$ cat config.mk
export PLATFORM = sky130hd
export DESIGN_NAME = slice_stream_flat
export DESIGN_NICKNAME = d
export VERILOG_FILES = /design/src/rtl/slice_pkg.sv /design/src/rtl/slice_stream_if.sv /design/src/rtl/slice_window.sv /design/src/rtl/slice_stream.sv /design/src/flat_wrapper.sv
export SDC_FILE = /design/constraint.sdc
export NUM_CORES = 1
export LEC_CHECK = 0
export ABC_AREA = 1
export CAP_MARGIN = 10
export CORE_MARGIN = 2
export CORE_UTILIZATION = 38
export DETAILED_ROUTE_END_ITERATION = 10
export DONT_BUFFER_PORTS = 1
export PLACE_DENSITY_LB_ADDON = 0.2
export SLEW_MARGIN = 5
export SYNTH_ARGS = -nofsm -noshare
export SYNTH_HDL_FRONTEND = slang
export SYNTH_SLANG_ARGS = --single-unit
$ cat constraint.sdc
create_clock -name clk -period 6.2 [get_ports clk]
set_input_delay 0.93 -clock clk [delete_from_list [all_inputs] [get_ports clk]]
set_output_delay 0.93 -clock clk [all_outputs]
set_load 0.01 [all_outputs]
$ cat src/rtl/slice_pkg.sv
// Shared types and width helpers for the slice_stream burst extractor.
// Ports: none (package only).
package slice_pkg;

    typedef enum logic {
        DIR_PLUS  = 1'b0,
        DIR_MINUS = 1'b1
    } dir_e;

    typedef enum logic {
        IDLE = 1'b0,
        RUN  = 1'b1
    } state_e;

    // Signed cursor width: large enough that stepping MAX_CNT times by
    // STRIDE in either direction from any base never wraps.
    function automatic int cursor_w(int data_w, int max_cnt, int stride);
        return $clog2(data_w) + $clog2(max_cnt * stride + 1) + 2;
    endfunction

    function automatic int count_w(int max_cnt);
        return $clog2(max_cnt + 1);
    endfunction

    function automatic int idx_w(int max_cnt);
        return (max_cnt > 1) ? $clog2(max_cnt) : 1;
    endfunction

    localparam int DEF_CURSOR_W = cursor_w(32, 4, 8);
    localparam int DEF_COUNT_W  = count_w(4);

endpackage

$ cat src/rtl/slice_stream_if.sv
// Request and slice-burst handshake bundle for slice_stream.
// Ports: in_* request channel (valid/ready), out_* slice channel (valid/ready).
interface slice_stream_if #(
    parameter int DATA_W  = 32,
    parameter int SLICE_W = 8,
    parameter int MAX_CNT = 4
);
    import slice_pkg::*;

    localparam int BASE_W = $clog2(DATA_W);
    localparam int CNT_W  = count_w(MAX_CNT);
    localparam int IDX_W  = idx_w(MAX_CNT);

    logic               in_valid;
    logic               in_ready;
    logic [DATA_W-1:0]  in_data;
    logic [BASE_W-1:0]  in_base;
    logic               in_dir;
    logic [CNT_W-1:0]   in_count;

    logic               out_valid;
    logic               out_ready;
    logic [SLICE_W-1:0] out_slice;
    logic               out_oor;
    logic               out_last;
    logic [IDX_W-1:0]   out_idx;

    modport master (
        output in_valid, in_data, in_base, in_dir, in_count, out_ready,
        input  in_ready, out_valid, out_slice, out_oor, out_last, out_idx
    );

    modport slave (
        input  in_valid, in_data, in_base, in_dir, in_count, out_ready,
        output in_ready, out_valid, out_slice, out_oor, out_last, out_idx
    );

endinterface

$ cat src/rtl/slice_window.sv
// Combinational zero-filling part-select around a signed cursor.
// Ports: data, cursor (signed), dir in; slice, oor (any bit out of range) out.
module slice_window #(
    parameter int DATA_W  = 32,
    parameter int SLICE_W = 8,
    parameter int CUR_W   = 13
) (
    input  logic [DATA_W-1:0]       data,
    input  logic signed [CUR_W-1:0] cursor,
    input  logic                    dir,
    output logic [SLICE_W-1:0]      slice,
    output logic                    oor
);
    localparam int AW = $clog2(DATA_W);
    localparam logic signed [CUR_W:0] LIMIT = (CUR_W + 1)'(DATA_W);
    localparam logic signed [CUR_W:0] SPAN  = (CUR_W + 1)'(SLICE_W - 1);

    logic signed [CUR_W:0] low;
    logic signed [CUR_W:0] pos;

    always_comb begin
        low   = {cursor[CUR_W-1], cursor};
        pos   = '0;
        slice = '0;
        oor   = 1'b0;
        // Minus mode selects the window ending at the cursor.
        if (dir) begin
            low = low - SPAN;
        end
        for (int i = 0; i < SLICE_W; i++) begin
            pos = low + (CUR_W + 1)'(i);
            if (pos[CUR_W] || pos >= LIMIT) begin
                oor = 1'b1;
            end else begin
                slice[i] = data[pos[AW-1:0]];
            end
        end
    end

endmodule

$ cat src/rtl/slice_stream.sv
// Burst slice extractor: one request in, up to MAX_CNT strided slices out.
// Ports: clk, rst (async active-high), bus (slice_stream_if.slave).
module slice_stream
    import slice_pkg::*;
#(
    parameter int DATA_W  = 32,
    parameter int SLICE_W = 8,
    parameter int STRIDE  = 8,
    parameter int MAX_CNT = 4
) (
    input  logic          clk,
    input  logic          rst,
    slice_stream_if.slave bus
);
    localparam int BASE_W = $clog2(DATA_W);
    localparam int CUR_W  = cursor_w(DATA_W, MAX_CNT, STRIDE);
    localparam int CNT_W  = count_w(MAX_CNT);
    localparam int IDX_W  = idx_w(MAX_CNT);

    localparam logic signed [CUR_W-1:0] STEP = CUR_W'(STRIDE);
    localparam logic [CNT_W-1:0] CNT_MAX = CNT_W'(MAX_CNT);
    localparam logic [CNT_W-1:0] CNT_ONE = CNT_W'(1);
    localparam logic [CNT_W-1:0] CNT_TWO = CNT_W'(2);

    state_e                   state;
    logic [DATA_W-1:0]        data_q;
    dir_e                     dir_q;
    logic signed [CUR_W-1:0]  cursor_q;
    logic [CNT_W-1:0]         remaining_q;

    logic                     rdy_q;
    logic                     valid_q;
    logic [SLICE_W-1:0]       slice_q;
    logic                     oor_q;
    logic                     last_q;
    logic [IDX_W-1:0]         idx_q;

    logic [CNT_W-1:0]         norm_count;
    logic signed [CUR_W-1:0]  base_ext;
    logic signed [CUR_W-1:0]  cursor_step;
    logic [DATA_W-1:0]        win_data;
    logic signed [CUR_W-1:0]  win_cursor;
    logic                     win_dir;
    logic [SLICE_W-1:0]       win_slice;
    logic                     win_oor;

    always_comb begin
        norm_count = bus.in_count;
        if (bus.in_count == '0) begin
            norm_count = CNT_ONE;
        end else if (bus.in_count > CNT_MAX) begin
            norm_count = CNT_MAX;
        end
    end

    assign base_ext = {{(CUR_W - BASE_W){1'b0}}, bus.in_base};
    assign cursor_step = (dir_q == DIR_MINUS) ? cursor_q - STEP
                                              : cursor_q + STEP;

    // In IDLE the window sees the live request so beat 0 is registered
    // on the accept edge; in RUN it sees the captured word at the next
    // cursor position.
    always_comb begin
        win_data   = data_q;
        win_cursor = cursor_step;
        win_dir    = dir_q;
        if (state == IDLE) begin
            win_data   = bus.in_data;
            win_cursor = base_ext;
            win_dir    = bus.in_dir;
        end
    end

    slice_window #(
        .DATA_W  (DATA_W),
        .SLICE_W (SLICE_W),
        .CUR_W   (CUR_W)
    ) u_window (
        .data   (win_data),
        .cursor (win_cursor),
        .dir    (win_dir),
        .slice  (win_slice),
        .oor    (win_oor)
    );

    always_ff @(posedge clk or posedge rst) begin
        if (rst) begin
            state       <= IDLE;
            data_q      <= '0;
            dir_q       <= DIR_PLUS;
            cursor_q    <= '0;
            remaining_q <= '0;
            rdy_q       <= 1'b1;
            valid_q     <= 1'b0;
            slice_q     <= '0;
            oor_q       <= 1'b0;
            last_q      <= 1'b0;
            idx_q       <= '0;
        end else begin
            unique case (state)
                IDLE: begin
                    if (bus.in_valid && rdy_q) begin
                        state       <= RUN;
                        rdy_q       <= 1'b0;
                        data_q      <= bus.in_data;
                        dir_q       <= dir_e'(bus.in_dir);
                        cursor_q    <= base_ext;
                        remaining_q <= norm_count;
                        valid_q     <= 1'b1;
                        slice_q     <= win_slice;
                        oor_q       <= win_oor;
                        last_q      <= (norm_count == CNT_ONE);
                        idx_q       <= '0;
                    end
                end
                RUN: begin
                    if (bus.out_ready) begin
                        if (last_q) begin
                            state   <= IDLE;
                            rdy_q   <= 1'b1;
                            valid_q <= 1'b0;
                        end else begin
                            cursor_q    <= cursor_step;
                            remaining_q <= remaining_q - CNT_ONE;
                            idx_q       <= idx_q + IDX_W'(1);
                            slice_q     <= win_slice;
                            oor_q       <= win_oor;
                            last_q      <= (remaining_q == CNT_TWO);
                        end
                    end
                end
                default: state <= IDLE;
            endcase
        end
    end

    assign bus.in_ready  = rdy_q;
    assign bus.out_valid = valid_q;
    assign bus.out_slice = slice_q;
    assign bus.out_oor   = oor_q;
    assign bus.out_last  = last_q;
    assign bus.out_idx   = idx_q;

endmodule

$ cat src/flat_wrapper.sv
// flat-port wrapper written by rule: the top's interface ports become plain ports
module slice_stream_flat import slice_pkg::*;
#(
    parameter int DATA_W  = 32,
    parameter int SLICE_W = 8,
    parameter int STRIDE  = 8,
    parameter int MAX_CNT = 4
)
  (clk, rst, bus_in_valid, bus_in_data, bus_in_base, bus_in_dir, bus_in_count, bus_out_ready, bus_in_ready, bus_out_valid, bus_out_slice, bus_out_oor, bus_out_last, bus_out_idx);
  slice_stream_if #(.DATA_W(DATA_W), .SLICE_W(SLICE_W), .MAX_CNT(MAX_CNT)) bus_i ();
  input  logic clk;
  input  logic rst;
  input wire logic [$bits(bus_i.in_valid)-1:0] bus_in_valid;
  input wire logic [$bits(bus_i.in_data)-1:0] bus_in_data;
  input wire logic [$bits(bus_i.in_base)-1:0] bus_in_base;
  input wire logic [$bits(bus_i.in_dir)-1:0] bus_in_dir;
  input wire logic [$bits(bus_i.in_count)-1:0] bus_in_count;
  input wire logic [$bits(bus_i.out_ready)-1:0] bus_out_ready;
  output wire logic [$bits(bus_i.in_ready)-1:0] bus_in_ready;
  output wire logic [$bits(bus_i.out_valid)-1:0] bus_out_valid;
  output wire logic [$bits(bus_i.out_slice)-1:0] bus_out_slice;
  output wire logic [$bits(bus_i.out_oor)-1:0] bus_out_oor;
  output wire logic [$bits(bus_i.out_last)-1:0] bus_out_last;
  output wire logic [$bits(bus_i.out_idx)-1:0] bus_out_idx;
  assign bus_i.in_valid = bus_in_valid;
  assign bus_i.in_data = bus_in_data;
  assign bus_i.in_base = bus_in_base;
  assign bus_i.in_dir = bus_in_dir;
  assign bus_i.in_count = bus_in_count;
  assign bus_i.out_ready = bus_out_ready;
  assign bus_in_ready = bus_i.in_ready;
  assign bus_out_valid = bus_i.out_valid;
  assign bus_out_slice = bus_i.out_slice;
  assign bus_out_oor = bus_i.out_oor;
  assign bus_out_last = bus_i.out_last;
  assign bus_out_idx = bus_i.out_idx;
  slice_stream #(.DATA_W(DATA_W), .SLICE_W(SLICE_W), .STRIDE(STRIDE), .MAX_CNT(MAX_CNT)) u_core (.clk(clk), .rst(rst), .bus(bus_i));
endmodule
Word-level counts from Yosys, hierarchy flattened. Index checks and enable logic that the tools add are counted.

Bits in registers: 64. Bits of input ports: 45. Output and inout bits: 14. Word-level logic and storage cells: 136.

Add/sub/neg operators: 12. Magnitude comparators: 17. Equality and inequality tests: 6. Multiplexer cells: 75. Bitwise gates (word level): 1. Reduce and logical (&&, ||, !) cells: 14.

Operators by type and width (number): $ge A14 B7 Y1 const B (8); $mux W13 (5); $add A14 B4 Y14 const B (4); $lt A5 B6 Y1 const B (8); $bmux W1 S5 (8); $mux W1 (40); $mux W32 (1); $add A14 B3 Y14 const B (2); $pmux W13 S2 (1); $mux W8 (3); $pmux W8 S2 (1); $mux W3 (5); $add A14 B2 Y14 const B (1); $mux W14 (1); $sub A13 B4 Y14 const B (1); $add A13 B5 Y13 const B (1); $sub A13 B5 Y13 const B (1); $pmux W1 S2 (5); $logic_or A1 B1 Y1 (8); $ne A2 B2 Y1 const B (4); $mux W2 (3); $pmux W3 S2 (1); $reduce_and A3 Y1 (2); $pmux W2 S2 (1); 9 further kinds (10).

Logic depth before layout (Yosys ltp). Gate-level depths: netlist of run 1.

Depth after elaboration: 18. Depth in mapped cells: 28. Gate-level depth less buffers: 26.

Hierarchy. A second synthesis of run 1 with hierarchy kept.

Cell total of the unflattened synthesis: 1179. Area total of the unflattened synthesis: 7015.5 um^2.

Modules (own cells, without submodules): slice_window (times used 1, cells an instance 723, area each 3606.0 um^2, seq. area each 0.0 um^2); slice_stream (times used 1, cells an instance 456, area each 3409.5 um^2, seq. area each 1602.8 um^2).

Least setup slack after synthesis of run 1. No wires, ideal clock.

Path type: in2reg. Start point: input port bus_in_base[1]. End point: register u_core.oor_q (netlist: u_core.bus.out_oor). Setup time: 0.113 ns. Arrival time: 3.588 ns. Required time: 6.087 ns. Path slack: 2.499 ns. Stages on the path: 22. Buffers on the path: 2. Path through: nand2_1 > nand2_1 > ha_1 > inv_1 > nand2_1 > o21a_2 > clkbuf_1 > ha_1 > clkbuf_1 > a21oi_1 > nor2_2 > inv_1 > o21ai_1 > nand3_1 > nor2_1 > nand3_1 > nor2_1 > nand2_1 > nor2_1 > nand3_1 > nand2_1 > inv_1.

Word-level cells in the longest chain between the ends: 16. Elaborated cells between the ends (all ways): 38. Those cells by class: 8 x add/sub; 8 x order compare; 14 x mux; 8 x reduce/logical.

RTL lines: start, declared (line flat_wrapper.sv:15) `input wire logic [$bits(bus_i.in_base)-1:0] bus_in_base;`; $mux W13 (*) (line slice_stream.sv:67) `if (state == IDLE) begin`; via u_core.u_window.cursor[1] (line slice_window.sv:9) `input logic signed [CUR_W-1:0] cursor,`; $sub A13 B4 Y14 (line slice_window.sv:28) `low = low - SPAN;`; $mux W14 (*) (line slice_window.sv:27) `if (dir) begin`; $add A14 B2 Y14 / $ge A14 B7 Y1 (equally long branches) (line slice_window.sv:31, slice_window.sv:32); $ge A14 B7 Y1 / $logic_or A1 B1 Y1 (equally long branches) (line slice_window.sv:32) `if (pos[CUR_W] || pos >= LIMIT) begin`; $logic_or A1 B1 Y1 / $mux W1 (equally long branches) (line slice_window.sv:32); $mux W1 (6 in a row) (line slice_window.sv:32); $mux W1 (*) (line slice_window.sv:32); $mux W1 (line slice_stream.sv:118) `if (last_q) begin`; $mux W1 (line slice_stream.sv:117) `if (bus.out_ready) begin`; $pmux W1 S2 (*) (line slice_stream.sv:100) `unique case (state)`; end signal, assigned (line slice_stream.sv:111) `oor_q <= win_oor;`; end signal, assigned (line slice_stream.sv:127) `oor_q <= win_oor;`; end, declared (line slice_stream.sv:34) `logic oor_q;`.

Mark *: on every way through the listed nets, which the timed path passes. The rest lies on a longest branch. The select of a mux whose other input is x is not followed. A chain may end at the register's enable or synchronous reset.

Final worst setup path of run 1.
Start point: register u_core.state. End point: register u_core.oor_q (netlist: u_core.bus.out_oor).

Word-level cells in the longest chain between the ends: 16. Elaborated cells between the ends (all ways): 44. Those cells by class: 8 x add/sub; 8 x order compare; 3 x eq/ne; 15 x mux; 1 x bitwise; 9 x reduce/logical.

RTL lines: start, declared (line slice_stream.sv:25) `state_e state;`; start signal, assigned (line slice_stream.sv:88) `state <= IDLE;`; start signal, assigned (line slice_stream.sv:103) `state <= RUN;`; start signal, assigned (line slice_stream.sv:119) `state <= IDLE;`; $mux W13 (*) (line slice_stream.sv:67); via u_core.u_window.cursor[1] (line slice_window.sv:9); $sub A13 B4 Y14 (line slice_window.sv:28); $mux W14 (*) (line slice_window.sv:27); $add A14 B2 Y14 / $ge A14 B7 Y1 (equally long branches) (line slice_window.sv:31, slice_window.sv:32); $ge A14 B7 Y1 / $logic_or A1 B1 Y1 (equally long branches) (line slice_window.sv:32); $logic_or A1 B1 Y1 / $mux W1 (equally long branches) (line slice_window.sv:32); $mux W1 (6 in a row) (line slice_window.sv:32); $mux W1 (*) (line slice_window.sv:32); $mux W1 (line slice_stream.sv:118); $mux W1 (line slice_stream.sv:117); $pmux W1 S2 (*) (line slice_stream.sv:100).

Marks and branches as above.

==> run metrics, run 1 <==
Period Utilization, post-route=69.1%; total grt overflow=0; Num CTS Buffers=9; I/O pin cnt=59; Worst Path Max Fanout=27; skew final=~13 ps; commonest cells after routing, fill and taps aside=nand2_1 (398), o21ai_0 (172), inv_1 (135); top-area cell type share of the netlist area=between 20 and 25%; final setup vio count=0; DRC=0; sequential share of the synthesized area=between 20 and 25%; Primary FF master, synth=dfrtp_1; clock slew at reported path FFs=60 ps; total power=roughly 1.3 mW; FF+latch count, synth=64; Worst Tran Pin Value=a little over 900 ps; final WL=approximately 21000 µm; NumNets Final=1232; Vias/cell=roughly 5.2; Hold Startpoint=u_core.data_q[3]$_DFFE_PP0P_; number of flops mapped to enable cells by yosys=0; first-pass GRT wire length=34600 µm; Initial DRC Count=about 500; Final min period=4280 ps; ant diodes=0; routed len/inst=about 15 µm; WS Path Type=reg -> reg; TritonCTS clock tree=built; P&R area growth vs syn=5.61%; CP Launch Type=flop; Worst Hold Class=reg -> reg; layout cells sized above 1=just over 8%; syn_nets=about 1300; Power Density=roughly 180 nW/µm²; Fin Setup TNS=0 ps; Mapped Avg Cell Area=between 5 and 6 µm²; initial antenna violation count=0; Sink Count=64; number of port buffers=0; Routed Antenna Nets=0; commonest non-fill, non-tap cell in the layout=nand2_1; status=complete, no violations; worst reg2reg setup slack=between 1500 and 2000 ps; Core Rows=50; number of global-route vias before repair=6700; Die ar.=19900 µm²; core box area=about 19000 µm²; Synth warnings=0; largest net degree at the start of global routing=72; Root Buffer=clkbuf_16; max incr delay on CP=a little over 700 ps; PostCTS Resize Cnt=0; RD Place Congestion=around 0.96; vias=between 7000 and 8000; max-slew violations=0; chip width=roughly 140 µm; Slew headroom=between 30% and 40%; Die Ht=between 100 and 150 µm; RSZ-0062 raised after global routing=no; synth top area cells=dfrtp_1 (22%), nand2_1 (21%), o21ai_0 (12%); RR Startpoint=u_core.state$_DFF_PP0_; Yosys cell types=56; CTS max path bufs=2; Final Hold Vio Count=0; CP most frequent cell=nand2_1; Critical Path Sink Type=flop; CP Data Required Time=~6500 ps; cell area after synthesis=7130 µm²; VDD IR max=about 0.13 mV; Worst Setup SP=u_core.state$_DFF_PP0_; final HPWL from detailed placement=about 16000 µm; cts hold-fix bufs=0; Initial Util=between 30% and 40%; Pre-Repair DR Iteration Count=6; crit path DAT=about 4500 ps; Slowest-stage cell, CP=dfrtp_2; setup bufs post-CTS=0; Clock Latency Late Sink=between 300 and 400 ps; leakage power=3.84 nW; max_cap viols=0; Total GRT Usage=around 22%; Achievable Freq=roughly 0.23 GHz; Mapped Cells=around 1200; Yosys top cell by area=dfrtp_1; H-tree depth=3; Async SR Flop Fraction=between 90% and 100%
==> sequential cells by signal, indices dropped and copies added, names as in the netlist <==
name / flops
u_core.bus.in_ready: 1
u_core.bus.out_idx: 2
u_core.bus.out_last: 1
u_core.bus.out_oor: 1
u_core.bus.out_slice: 8
u_core.bus.out_valid: 1
u_core.cursor_q: 13
u_core.data_q: 32
u_core.dir_q: 1
u_core.remaining_q: 3
u_core.state: 1
==> worst paths after layout <==
path | to | depth (start not counted)
setup / recovery | u_core.bus.out_oor$_DFFE_PP0P_ | 26
hold / removal | u_core.data_q[3]$_DFFE_PP0P_ | 2
setup reg to reg | u_core.bus.out_oor$_DFFE_PP0P_ | 26
hold reg to reg | u_core.data_q[3]$_DFFE_PP0P_ | 2
max in group asynchronous | u_core.state$_DFF_PP0_ | 2
min in group asynchronous | u_core.data_q[30]$_DFFE_PP0P_ | 2
==> report_power, final <==
part	internal (mW)	switching [mW]	total [mW]
sequential	0.418	0	0.418
clock	0.356	0.218	0.574
combinational	0.104	0.251	0.355
==> synthesized netlist by cell type, drive strengths merged (2+ instances only) <==
cell type and n:
xnor2 2, a32o 2, clkinv 6, nand2 422, o31ai 5, a21oi 27
o311ai 2, clkbuf 23, a211oi 2, nand3b 5, nand4 22, nor2 90
ha 22, buf 27, a31oi 2, o21a 8, nor3 3, o21bai 4
nand3 92, o21ai 188, o211ai 6, xor2 10, inv 148, or2 5
dfrtp 63
==> cells by family (layout without fill, tap and decap cells) <==
kind of cell               Yosys count  after routing  synth area share (%)
and+or+nand+nor                    640            640                  39.9
AOI/OAI and AO/OA                  252            252                  19.6
buffers and inverters              204            176                  11.9
DFF                                 64             64                  22.5
adders and majority gates           23             23                  4.14
xor gates and xnor gates            12             12                  1.58
muxes                                2              2                 0.298
==> final cells by class <==
cell class,count,area (µm²)
flip-flops and latches,64,1600
clock buffers,9,225
clock inverters,7,103
fillers,2058,11000
well taps,234,293
multi-input cells,929,4680
repair buffers,6,45.0
inverters,154,581
==> through the flow <==
step	hold slack (ps)	setup WS (ps)	util, %	instances	area, µm²
after floorplan	453	2500	-	1197	7130
after global placement	466	2050	38.8	1387	7200
after detailed placement	473	1970	38.8	1387	7200
after CTS	487	1950	40.5	1403	7530
after global routing	509	1360	40.5	1403	7530
final	482	1920	40.5	1403	7530
==> per-layer routing <==
layer  wire, µm  vias up  global-route usage [%]
met3        844       21                    2.85
met5          0        -                       0
li1           -     3804                       -
met4        280        0                    5.58
met2       9580      177                    35.5
met1      10000     3265                    30.0
==> critical path, delay by kind of cell (launching register included) <==
kind	cells	cell delay, ps
simple gates	15	1520
buf+inv	7	900
flops	1	720
fa+ha+maj	2	530
compound gates	2	470
(Power assumes the default switching activity.)
==> inputs of run 2 (changes only) <==
==> constraint.sdc (replaced) <==
create_clock -name clk -period 3.8 [get_ports clk]
set_input_delay 0.57 -clock clk [delete_from_list [all_inputs] [get_ports clk]]
set_output_delay 0.57 -clock clk [all_outputs]
set_load 0.01 [all_outputs]
==> run 2 against run 1 <==
Compared with the run above: fmax grew 24%; clock-buffer cell count is the same; sequential share of layout area fell by 0.63 points; final cell count is 2.1% higher; final area rose by 3.1%; via count grew 1.4%; critical endpoint unchanged; critical path type unchanged.
==> run metrics, run 2 (synthesized netlist as in run 1, its figures left out) <==
total power=2.24 mW (was 1.35 mW); crit path DAT=3700 ps (was 4530 ps); P&R area growth vs syn=8.91% (was 5.61%); TritonCTS clock tree=built (unchanged); Routed Antenna Nets=0 (unchanged); Die Ht=141 µm (unchanged); commonest cells after routing, fill and taps aside=nand2_1 (398), o21ai_0 (172), inv_1 (134) (was nand2_1 (398), o21ai_0 (172), inv_1 (135)); RSZ-0062 raised after global routing=no (unchanged); Fin Setup TNS=0 ps (unchanged); number of global-route vias before repair=6801 (was 6700); Initial DRC Count=509 (was 503); status=complete, no violations (unchanged); H-tree depth=3 (unchanged); Slowest-stage cell, CP=dfrtp_2 (unchanged); CP Launch Type=flop (unchanged); commonest non-fill, non-tap cell in the layout=nand2_1 (unchanged); final WL=21400 µm (was 20700 µm); largest net degree at the start of global routing=71 (was 72); fill count=2051 (was 2058); total grt overflow=0 (unchanged); CP Data Required Time=4050 ps (was 6450 ps); pre-CTS WS=211 ps (was 1970 ps); area of the multi-input gates=4700 µm² (was 4680 µm²); Final Util=41.8% (was 40.5%); Worst Hold Class=in -> async (was reg -> reg); vias=7366 (was 7267); max incr delay on CP=510 ps (was 720 ps); Period Utilization, post-route=90.9% (was 69.1%); Total GRT Usage=21.8% (was 21.6%); Worst Tran Pin Value=834 ps (was 931 ps); max_cap viols=0 (unchanged); max reg flops=32 (unchanged); RD Place Congestion=0.932 (was 0.962); FF/Latch Area=1610 µm² (was 1600 µm²); Pre-Repair DR Iteration Count=5 (was 6); I/O pin cnt=59 (unchanged); Sink Count=64 (unchanged); leakage power=3.99 nW (was 3.84 nW); core box area=18600 µm² (unchanged); NumNets Final=1261 (was 1232); Core Rows=50 (unchanged); Final min period=3460 ps (was 4280 ps); Vias/cell=5.14 (was 5.18); chip width=141 µm (unchanged); Initial Util=38.4% (unchanged); number of port buffers=0 (unchanged); Worst Path Max Fanout=11 (was 27); CTS max path bufs=2 (unchanged); max-slew violations=0 (unchanged); Finished Cell Area=7770 µm² (was 7530 µm²); worst reg2reg setup slack=340 ps (was 1920 ps); placed cell area=7380 µm² (was 7200 µm²); Achievable Freq=0.289 GHz (was 0.234 GHz); WS Path Type=reg -> reg (unchanged); Die ar.=19900 µm² (unchanged); ant diodes=0 (unchanged); CP Cell Sequence=inv_1 -> fa_1 -> inv_1 -> nand3_1 -> nand2_1 -> nand2_1 -> nand3_1 -> nand3_2 -> o21ai_1 -> nand2_4 -> inv_1 -> nand3_1 -> nor3_1 -> nand3_1 -> nor2_1 -> nand3_1 -> nand2_1 -> inv_1; VDD IR max=0.237 mV (was 0.131 mV); clock slew at reported path FFs=60 ps (about the same); DRC=0 (unchanged); skew final=8.43 ps (was 13.1 ps); Power Density=288 nW/µm² (was 179 nW/µm²); first-pass GRT wire length=35100 µm (was 34600 µm); Root Buffer=clkbuf_16 (unchanged); final HPWL from detailed placement=16500 µm (was 15700 µm); initial antenna violation count=0 (unchanged); RR Startpoint=u_core.dir_q$_DFFE_PP0P_ (was u_core.state$_DFF_PP0_); Clock Latency Late Sink=350 ps (about the same); final setup vio count=0 (unchanged); routed len/inst=14.9 µm (was 14.8 µm); Num CTS Buffers=9 (unchanged); FF-to-FF path depth=18 (was 26); Final WS setup=345 ps (was 1920 ps); RR Endpoint=u_core.bus.out_oor$_DFFE_PP0P_ (unchanged); Critical Path Sink Type=flop (unchanged); Biggest register=u_core.data_q (unchanged); Final Hold Vio Count=0 (unchanged); layout cells sized above 1=10.7% (was 8.21%); CP most frequent cell=nand3_1 (was nand2_1); Slew headroom=44.3% (was 37.8%)
[run 2: stage by stage]
step                      std cells  hold slack [ps]
final                          1432              255
after global routing           1432              336
after CTS                      1426              285
after detailed placement       1410              473
after global placement         1410              466
after floorplan                1197              453
[run 2: cell type report]
cell class	count	area share, %
tap	234	3.77
sequential	64	20.7
timing repair buffer	35	3.35
clock inverter	7	1.29
multi-input combinational	929	60.5
clock buffer	9	2.90
inverter	154	7.52
[run 2: power by group]
group          internal, mW  switching (mW)
Sequential            0.681               0
Combinational         0.192           0.419
Clock                 0.582           0.366
[run 2: worst max-delay path by stage]
stage | depth (start not counted) | slack, ps | to | start
3_5_place_dp | 23 | 210 | u_core.bus.out_oor$_DFFE_PP0P_ | u_core.dir_q$_DFFE_PP0P_
3_3_place_gp | 23 | 180 | u_core.bus.out_oor$_DFFE_PP0P_ | u_core.dir_q$_DFFE_PP0P_
5_1_grt | 23 | 10 | u_core.bus.out_oor$_DFFE_PP0P_ | u_core.dir_q$_DFFE_PP0P_
2_1_floorplan | 22 | 460 | u_core.bus.out_oor$_DFFE_PP0P_ | bus_in_base[1]
6_report | 18 | 340 | u_core.bus.out_oor$_DFFE_PP0P_ | u_core.dir_q$_DFFE_PP0P_
4_1_cts | 23 | 200 | u_core.bus.out_oor$_DFFE_PP0P_ | u_core.dir_q$_DFFE_PP0P_
[run 2: worst max-delay path, delay by kind of cell (launching register included)]
family | cells | cell delay, ps
AO/OA/AOI/OAI | 1 | 250
adder cells (fa/ha/maj) | 1 | 400
buffers and inverters | 4 | 520
flip-flops | 1 | 510
AND/OR/NAND/NOR | 12 | 1660
[run 2: timing repair]
action                                  in CTS  in global routing
endpoints found under the setup margin       0                  6
hold buffers                                 0                  0
gates resized for setup                      0                  6
buffers inserted                             0                  6
[run 2: layer usage]
layer / wire, µm / share of wire [%] / vias up / track usage (%)
met1: 10200 / 48 / 3300 / 29.1
met2: 9920 / 46 / 188 / 36.7
met4: 319 / 1.5 / 0 / 5.63
li1: - / - / 3858 / -
met5: 0 / 0 / - / 0
met3: 910 / 4.3 / 20 / 3.67
